===== src/rtl/mac_pkg.sv =====
// Shared definitions for the custom-0 INT8 SIMD MAC datapath and its sequencer.
package mac_pkg;

  localparam int unsigned LANES  = 4;
  localparam int unsigned LANE_W = 8;
  localparam int unsigned DOT_W  = 18;

  localparam logic [6:0] CUSTOM0 = 7'b0001011;

  typedef enum logic [2:0] {
    StIdle,
    StFetchA,
    StFetchB,
    StAccum,
    StDone
  } mac_state_e;

endpackage


===== src/rtl/simd_dot4.sv =====
// Four-lane signed INT8 dot product; purely combinational so the single-cycle
// MAC path can share it.
module simd_dot4
  import mac_pkg::*;
(
  input  logic [31:0]             a,
  input  logic [31:0]             b,
  output logic signed [DOT_W-1:0] dot
);

  localparam int unsigned ProdW = 2 * LANE_W;

  logic signed [ProdW-1:0] prod [LANES];

  for (genvar i = 0; i < LANES; i++) begin : g_lane
    logic signed [ProdW-1:0] ea;
    logic signed [ProdW-1:0] eb;
    assign ea      = ProdW'($signed(a[i*LANE_W +: LANE_W]));
    assign eb      = ProdW'($signed(b[i*LANE_W +: LANE_W]));
    assign prod[i] = ea * eb;
  end

  // Sign-extend every lane product before summing.
  always_comb begin
    dot = '0;
    for (int i = 0; i < LANES; i++) begin
      dot = dot + DOT_W'(prod[i]);
    end
  end

endmodule


===== src/rtl/mac_seq_ctrl.sv =====
// Multi-cycle sequencer for the custom-0 SIMD MAC: fetches word pairs over the
// shared req/gnt port, accumulates their dot products with saturation and
// stalls the pipeline until the result is ready for writeback.
module mac_seq_ctrl
  import mac_pkg::*;
#(
  parameter int unsigned LEN_W = 8,
  parameter int unsigned ACC_W = 32
) (
  input  logic             clk,
  input  logic             rst,
  input  logic             start,
  input  logic [31:0]      base_a,
  input  logic [31:0]      base_b,
  input  logic [LEN_W-1:0] len,
  input  logic             relu_en,
  output logic             busy,
  output logic             mem_req,
  output logic [31:0]      mem_addr,
  input  logic             mem_gnt,
  input  logic [31:0]      mem_rdata,
  output logic             done,
  output logic [31:0]      result,
  output logic             ovf
);

  // Sum width wide enough for both the accumulator and a full dot product.
  localparam int unsigned SumW = (ACC_W + 1 > DOT_W + 1) ? ACC_W + 1 : DOT_W + 1;
  localparam logic signed [SumW-1:0] AccMax = {{(SumW-ACC_W+1){1'b0}}, {(ACC_W-1){1'b1}}};
  localparam logic signed [SumW-1:0] AccMin = {{(SumW-ACC_W+1){1'b1}}, {(ACC_W-1){1'b0}}};

  mac_state_e              state_q, state_d;
  logic [31:0]             base_a_q, base_a_d;
  logic [31:0]             base_b_q, base_b_d;
  logic [LEN_W-1:0]        len_q, len_d;
  logic [LEN_W-1:0]        idx_q, idx_d;
  logic                    relu_q, relu_d;
  logic signed [ACC_W-1:0] acc_q, acc_d;
  logic                    ovf_q, ovf_d;
  logic [31:0]             a_word_q, a_word_d;
  logic [31:0]             b_word_q, b_word_d;
  logic                    done_q, done_d;
  logic [31:0]             result_q, result_d;

  logic signed [DOT_W-1:0] dot;
  logic signed [SumW-1:0]  sum;
  logic signed [ACC_W-1:0] acc_sat;
  logic                    sat_hit;
  logic [31:0]             offset;

  simd_dot4 u_dot4 (
    .a   (a_word_q),
    .b   (b_word_q),
    .dot (dot)
  );

  assign offset = 32'(idx_q) << 2;

  // Saturating accumulate of the current word pair.
  always_comb begin
    sum     = SumW'(acc_q) + SumW'(dot);
    sat_hit = 1'b0;
    acc_sat = ACC_W'(sum);
    if (sum > AccMax) begin
      acc_sat = ACC_W'(AccMax);
      sat_hit = 1'b1;
    end else if (sum < AccMin) begin
      acc_sat = ACC_W'(AccMin);
      sat_hit = 1'b1;
    end
  end

  // Next-state and output decode.
  always_comb begin
    state_d  = state_q;
    base_a_d = base_a_q;
    base_b_d = base_b_q;
    len_d    = len_q;
    idx_d    = idx_q;
    relu_d   = relu_q;
    acc_d    = acc_q;
    ovf_d    = ovf_q;
    a_word_d = a_word_q;
    b_word_d = b_word_q;
    done_d   = 1'b0;
    result_d = result_q;
    busy     = 1'b0;
    mem_req  = 1'b0;
    mem_addr = '0;

    unique case (state_q)
      StIdle: begin
        if (start) begin
          // Stall the issue cycle itself.
          busy     = 1'b1;
          base_a_d = {base_a[31:2], 2'b00};
          base_b_d = {base_b[31:2], 2'b00};
          len_d    = len;
          relu_d   = relu_en;
          acc_d    = '0;
          idx_d    = '0;
          ovf_d    = 1'b0;
          state_d  = (len != '0) ? StFetchA : StDone;
        end
      end
      StFetchA: begin
        busy     = 1'b1;
        mem_req  = 1'b1;
        mem_addr = base_a_q + offset;
        if (mem_gnt) begin
          a_word_d = mem_rdata;
          state_d  = StFetchB;
        end
      end
      StFetchB: begin
        busy     = 1'b1;
        mem_req  = 1'b1;
        mem_addr = base_b_q + offset;
        if (mem_gnt) begin
          b_word_d = mem_rdata;
          state_d  = StAccum;
        end
      end
      StAccum: begin
        busy    = 1'b1;
        acc_d   = acc_sat;
        ovf_d   = ovf_q | sat_hit;
        idx_d   = idx_q + LEN_W'(1);
        state_d = (idx_q == len_q - LEN_W'(1)) ? StDone : StFetchA;
      end
      StDone: begin
        // busy stays low so writeback can take the result.
        done_d   = 1'b1;
        result_d = (relu_q && acc_q[ACC_W-1]) ? 32'd0 : 32'(acc_q);
        state_d  = StIdle;
      end
      default: state_d = StIdle;
    endcase
  end

  // State registers; reset wins over a coincident grant.
  always_ff @(posedge clk) begin
    if (rst) begin
      state_q  <= StIdle;
      base_a_q <= '0;
      base_b_q <= '0;
      len_q    <= '0;
      idx_q    <= '0;
      relu_q   <= 1'b0;
      acc_q    <= '0;
      ovf_q    <= 1'b0;
      a_word_q <= '0;
      b_word_q <= '0;
      done_q   <= 1'b0;
      result_q <= '0;
    end else begin
      state_q  <= state_d;
      base_a_q <= base_a_d;
      base_b_q <= base_b_d;
      len_q    <= len_d;
      idx_q    <= idx_d;
      relu_q   <= relu_d;
      acc_q    <= acc_d;
      ovf_q    <= ovf_d;
      a_word_q <= a_word_d;
      b_word_q <= b_word_d;
      done_q   <= done_d;
      result_q <= result_d;
    end
  end

  assign done   = done_q;
  assign result = result_q;
  assign ovf    = ovf_q;

endmodule


===== config.mk =====
export PLATFORM = sky130hd
export DESIGN_NAME = mac_seq_ctrl
export DESIGN_NICKNAME = d
export VERILOG_FILES = /design/src/rtl/mac_pkg.sv /design/src/rtl/simd_dot4.sv /design/src/rtl/mac_seq_ctrl.sv
export SDC_FILE = /design/constraint.sdc
export NUM_CORES = 2
export LEC_CHECK = 0
export ABC_AREA = 1
export CAP_MARGIN = 10
export CORE_UTILIZATION = 70
export DETAILED_ROUTE_END_ITERATION = 12
export DONT_BUFFER_PORTS = 1
export PLACE_DENSITY = 0.89
export SYNTH_ARGS = -nofsm -noshare
export SYNTH_HDL_FRONTEND = slang
export SYNTH_SLANG_ARGS = --single-unit

===== constraint.sdc =====
create_clock -name clk -period 18.1 [get_ports clk]
set_input_delay 3.62 -clock clk [delete_from_list [all_inputs] [get_ports clk]]
set_output_delay 3.62 -clock clk [all_outputs]
set_load 0.02 [all_outputs]

* Word-level counts from Yosys, hierarchy flattened
Index checks and enable logic that the tools add are counted.
Word-level totals: output and inout bits 68, bits in registers 210, input bits 109, logic and storage cells 68
Cells by class: multiplexer cells 22, bitwise gates (word level) 1, add/sub/neg operators 8, equality and inequality tests 8, multiply operators 4, magnitude comparators 2, reduce and logical (&&, ||, !) cells 11
Operator list (count):
- two-way mux 32 bit | 4
- case mux 32 bit (2 select lines) | 2
- adder 32 x 10 -> 32 bit | 2
- multiplier 8 x 8 -> 16 bit | 4
- adder 32 x 18 -> 33 bit | 1
- greater-than comparator 33 x 32 -> 1 bit, second input constant | 1
- less-than comparator 33 x 32 -> 1 bit, second input constant | 1
- adder 17 x 16 -> 18 bit | 1
- adder 18 x 16 -> 18 bit | 1
- adder 16 x 16 -> 17 bit | 1
- case mux 8 bit (2 select lines) | 1
- two-way mux 3 bit | 5
- case mux 3 bit (4 select lines) | 1
- adder 8 x 1 -> 8 bit, second input constant | 1
- == test 8 bit | 1
- two-way mux 8 bit | 1
- AND reduction 2 bit | 4
- nonzero test 8 bit | 1
- subtractor 8 x 1 -> 8 bit, second input constant | 1
- == test 3 x 2 -> 1 bit, second input constant | 2
- two-way mux 1 bit | 6
- != test 2 bit, second input constant | 3
- case mux 1 bit (2 select lines) | 2
- == test 3 x 1 -> 1 bit, second input constant | 1
- 8 further kinds | 8

* Logic depth before layout (Yosys ltp)
depth in word-level cells 10, gate-level depth with buffers 35, gate-level depth less buffers 32

* Cells and area by module
From an unflattened synthesis, not the netlist that was laid out.
Second synthesis, totals: cell total of the unflattened synthesis 3136, area, all modules 22968.3 um^2
Modules (own cells, without submodules):
- simd_dot4 | times used 1, cells each 1396, seq. area each 0.0 um^2, area each 11484.8 um^2
- mac_seq_ctrl | times used 1, cells each 1740, seq. area each 4204.0 um^2, area each 11483.5 um^2

* Worst setup path after synthesis
OpenSTA, ideal clock, no wires.
path type input-to-output, from input port start, to output port busy, buffers on the path 0, arrival time 4071 ps, slack 10409 ps, data required time 14480 ps, stages 2, cell sequence inv_1 a21oi_1
Between the ends: cells in the longest elaborated chain, start to end 2
Ends and longest elaborated chain:
- from (decl) | RTL line mac_seq_ctrl.sv:12 | input logic start,
- two-way mux 1 bit | RTL line mac_seq_ctrl.sv:93 | if (start) begin
- case mux 1 bit (2 select lines) | RTL line mac_seq_ctrl.sv:91 | unique case (state_q)
- to (decl) | RTL line mac_seq_ctrl.sv:17 | output logic busy,
No other way between the ends.

* Worst setup path in the final report
from register b_word_q[24], to register acc_q[24]
Between the ends: cells in the longest elaborated chain, start to end 7, elaborated cells on any way between the ends 8, classes of those cells add/sub (2); mul (1); order compare (2); mux (3)
Ends and longest elaborated chain:
- from (decl) | RTL line mac_seq_ctrl.sv:41 | logic [31:0] b_word_q, b_word_d;
- from (signal assigned) | RTL line mac_seq_ctrl.sv:166 | b_word_q <= b_word_d;
- multiplier 8 x 8 -> 16 bit * | RTL line simd_dot4.sv:20 | assign prod[i] = ea * eb;
- adder 18 x 16 -> 18 bit * | RTL line simd_dot4.sv:27 | dot = dot + DOT_W'(prod[i]);
- adder 32 x 18 -> 33 bit * | RTL line mac_seq_ctrl.sv:61 | sum = SumW'(acc_q) + SumW'(dot);
- less-than comparator 33 x 32 -> 1 bit | RTL line mac_seq_ctrl.sv:67 | end else if (sum < AccMin) begin
- two-way mux 32 bit | RTL line mac_seq_ctrl.sv:67
- two-way mux 32 bit * | RTL line mac_seq_ctrl.sv:64 | if (sum > AccMax) begin
- case mux 32 bit (2 select lines) * | RTL line mac_seq_ctrl.sv:91
- to (signal assigned) | RTL line mac_seq_ctrl.sv:150 | acc_q <= '0;
- to (signal assigned) | RTL line mac_seq_ctrl.sv:163 | acc_q <= acc_d;
- to (decl) | RTL line mac_seq_ctrl.sv:38 | logic signed [ACC_W-1:0] acc_q, acc_d;
Mark *: on every way between the ends. The rest lies on a longest branch, timed or not. A chain may end at the register's enable or synchronous reset.

==> summary.txt <==
Synth
  – Synth warn: 0
  – Synth Cell Area: between 20000 and 30000 um2
  – Synth cell types: 47
  – Register area share after synthesis: 0.163
  – Post-synth top area cell: fa_1
  – Cells after Synth: 3307
  – Synth top area share: 0.362
  – Synth top area cells: fa_1 (36%), dfxtp_1 (16%), inv_1 (12%)
  – FF+latch count, synth: 210
  – Syn avg cell area: just under 8 um2

Global route
  – Number of global-route vias before repair: 21900
  – GRT Util Overall: 0.366
  – Grt ovf: 0
  – First-pass GRT wire length: 109 mm
  – Largest net degree at the start of global routing: 93
  – Initial antenna violation count: 1

Placed design
  – DP Area: about 26000 um2
  – Worst slack, placed: between 9 and 10 ns
  – Dpl hpwl: between 50 and 60 mm
  – Port Buffers: 0
  – RD Place Congestion: 0.960
  – Cell Count Post-Placement: around 3600

STA
  – Worst Tran Pin Value: roughly 1.1 ns
  – Minimum clock period: ~8.5 ns
  – Max Freq: between 100 and 150 MHz
  – Final Cycle Share: 0.468
  – Final setup viols: 0
  – Max Slew Vio Count: 0
  – PnR worst setup slack: 9.64 ns
  – Clk_skew: 0.0208 ns
  – Worst rel slew slack: 0.261
  – Final hold vios: 0
  – RSZ-0062 raised after global routing: false
  – Setup TNS: 0 ns

Final layout
  – Non-filler instance count after layout: around 3700
  – Fillers: roughly 2600
  – Multi-input logic area: approximately 18000 um2
  – Share of cells above drive strength 1: 0.0401
  – Register area: about 4200 um2
  – Commonest non-fill, non-tap cells in the layout: inv_1 (797), nand2_1 (649), fa_1 (467)
  – Fin area: 26600 um2
  – Final nets: 3917
  – P&R area growth vs syn: 3.18%
  – Commonest non-fill, non-tap cell in the layout: inv_1

Worst setup path
  – Critical path arrival: 8.89 ns
  – Worst path max stage delay: approximately 0.88 ns
  – CP max-delay cell: fa_1
  – CP Launch Type: register
  – CP required: approximately 19 ns
  – Crit. Startpoint: b_word_q[24]
  – WS Path Type: reg -> reg
  – RR Startpoint: b_word_q[24]
  – CP max FO: 32
  – Crit. End Element: register

Clock tree
  – TritonCTS clock tree: built
  – Root buf cell: clkbuf_16
  – Clock latency on the worst-skew pair: approximately 0.53 ns
  – CTS buffer count: 22
  – Clock tree buffer depth: 3
  – Clk sinks: between 200 and 250
  – CTS Hold Bufs: 0
  – CTS clk-pin slew, worst paths: roughly 0.060 ns
  – Postcts setup bufs: 0
  – Post-CTS sizing: 0
  – H-tree levels: 1

Min path
  – HP Class: reg -> reg
  – Hold path startpoint: base_b_q[3]

Pwr
  – Leak: between 10 and 15 nW
  – PwrDens: 147 nW/um2
  – Total power: roughly 4 mW
  – Maximum vdd ir drop: roughly 0.15 mV

Floorplanning
  – I/O pins: 177
  – Core Region: 35900 um2
  – Num rows: 69
  – Die area: between 30000 and 40000 um2
  – Die height: 194 um
  – Initial Utilization: 0.719
  – Chip width: just under 200 um

Detailed routing
  – Post-Route WL: between 60 and 70 mm
  – DRT iter0 DRCs: between 1500 and 2000
  – Vias per inst: 5.60
  – Via count: between 20000 and 25000
  – Routed len/inst: 17.7 um
  – First-pass DRT Iterations: 6
  – DRT antenna net count: 0
  – DRC violations left: 0

Outcome
  – Run status: finished clean

Run
  – Max-cap viol count: 0
[flip-flops by register name (all words and copies together), names as in the netlist]
register and cells:
a_word_q 32, acc_q 32, b_word_q 32, result 32
base_a_q 30, base_b_q 30, idx_q 8, len_q 8
state_q 3, done 1, ovf 1, relu_q 1
[power by group]
part	internal [mW]	switching [mW]	total (mW)	leakage [nW]
logic	0.960	1.81	2.77	12.5
clock network	0.273	0.195	0.468	0.352
registers	0.552	0.130	0.682	1.71
total	1.79	2.14	3.92	14.6
[metrics by stage]
step	util	hold slack, ns
4_1_cts	0.742	0.450
6_report	0.742	0.450
2_1_floorplan	-	0.425
5_1_grt	0.742	0.470
3_5_place_dp	0.722	0.441
3_3_place_gp	0.722	0.435
[area by class of cell]
class                      instances  share of cell area
sequential                       210               0.158
timing repair buffer              13             0.00366
tap                              461              0.0216
inverter                         819               0.115
clock buffer                      31              0.0239
antenna                            1           0.0000939
clock inverter                     6             0.00324
multi-input combinational       2140               0.674
[final timing paths]
path,slack (ns),cells past startpoint,end
max,9.64,28,acc_q[24]
min,0.45,2,base_b_q[3]
max reg2reg,9.64,28,acc_q[24]
min reg2reg,0.45,2,base_b_q[3]
[logic make-up after synthesis]
logic type      count (synthesis)  synth area share
buf+inv                       958             0.142
flops                         210             0.163
other cells                     1          0.000145
compound gates                328            0.0676
simple gates                 1172             0.188
xor+xnor                       36            0.0122
fa+ha+maj                     602             0.427
[routing by layer]
layer	vias up	wire length [um]	track usage
met5	-	0	0
met2	863	32600	0.637
met3	225	4400	0.0499
met1	10000	25000	0.459
met4	0	3120	0.153
li1	9482	-	-
[synth_stat cells (all sizes together)]
cell type,number
a211oi,1
a21o,1
a21oi,123
a221oi,1
a31oi,2
and2,2
and3,1
buf,19
clkbuf,120
clkinv,6
conb,1
dfxtp,210
fa,467
ha,135
inv,813
nand2,662
nand3,114
nand3b,4
nand4,18
nor2,328
nor3,22
nor3b,2
nor4,2
o2111ai,2
o21a,1
o21ai,185
o21bai,9
o22ai,1
o311a,1
o31ai,1
or2,15
or4,2
xnor2,11
xor2,25
[worst max-delay path, delay by kind of cell (launching register included)]
family	cells	cell delay, ns
fa+ha+maj	9	5.02
compound gates	3	0.66
flops	1	0.55
simple gates	11	1.33
buf+inv	5	0.77
No activity file was read; power rests on OpenSTA's default activity.
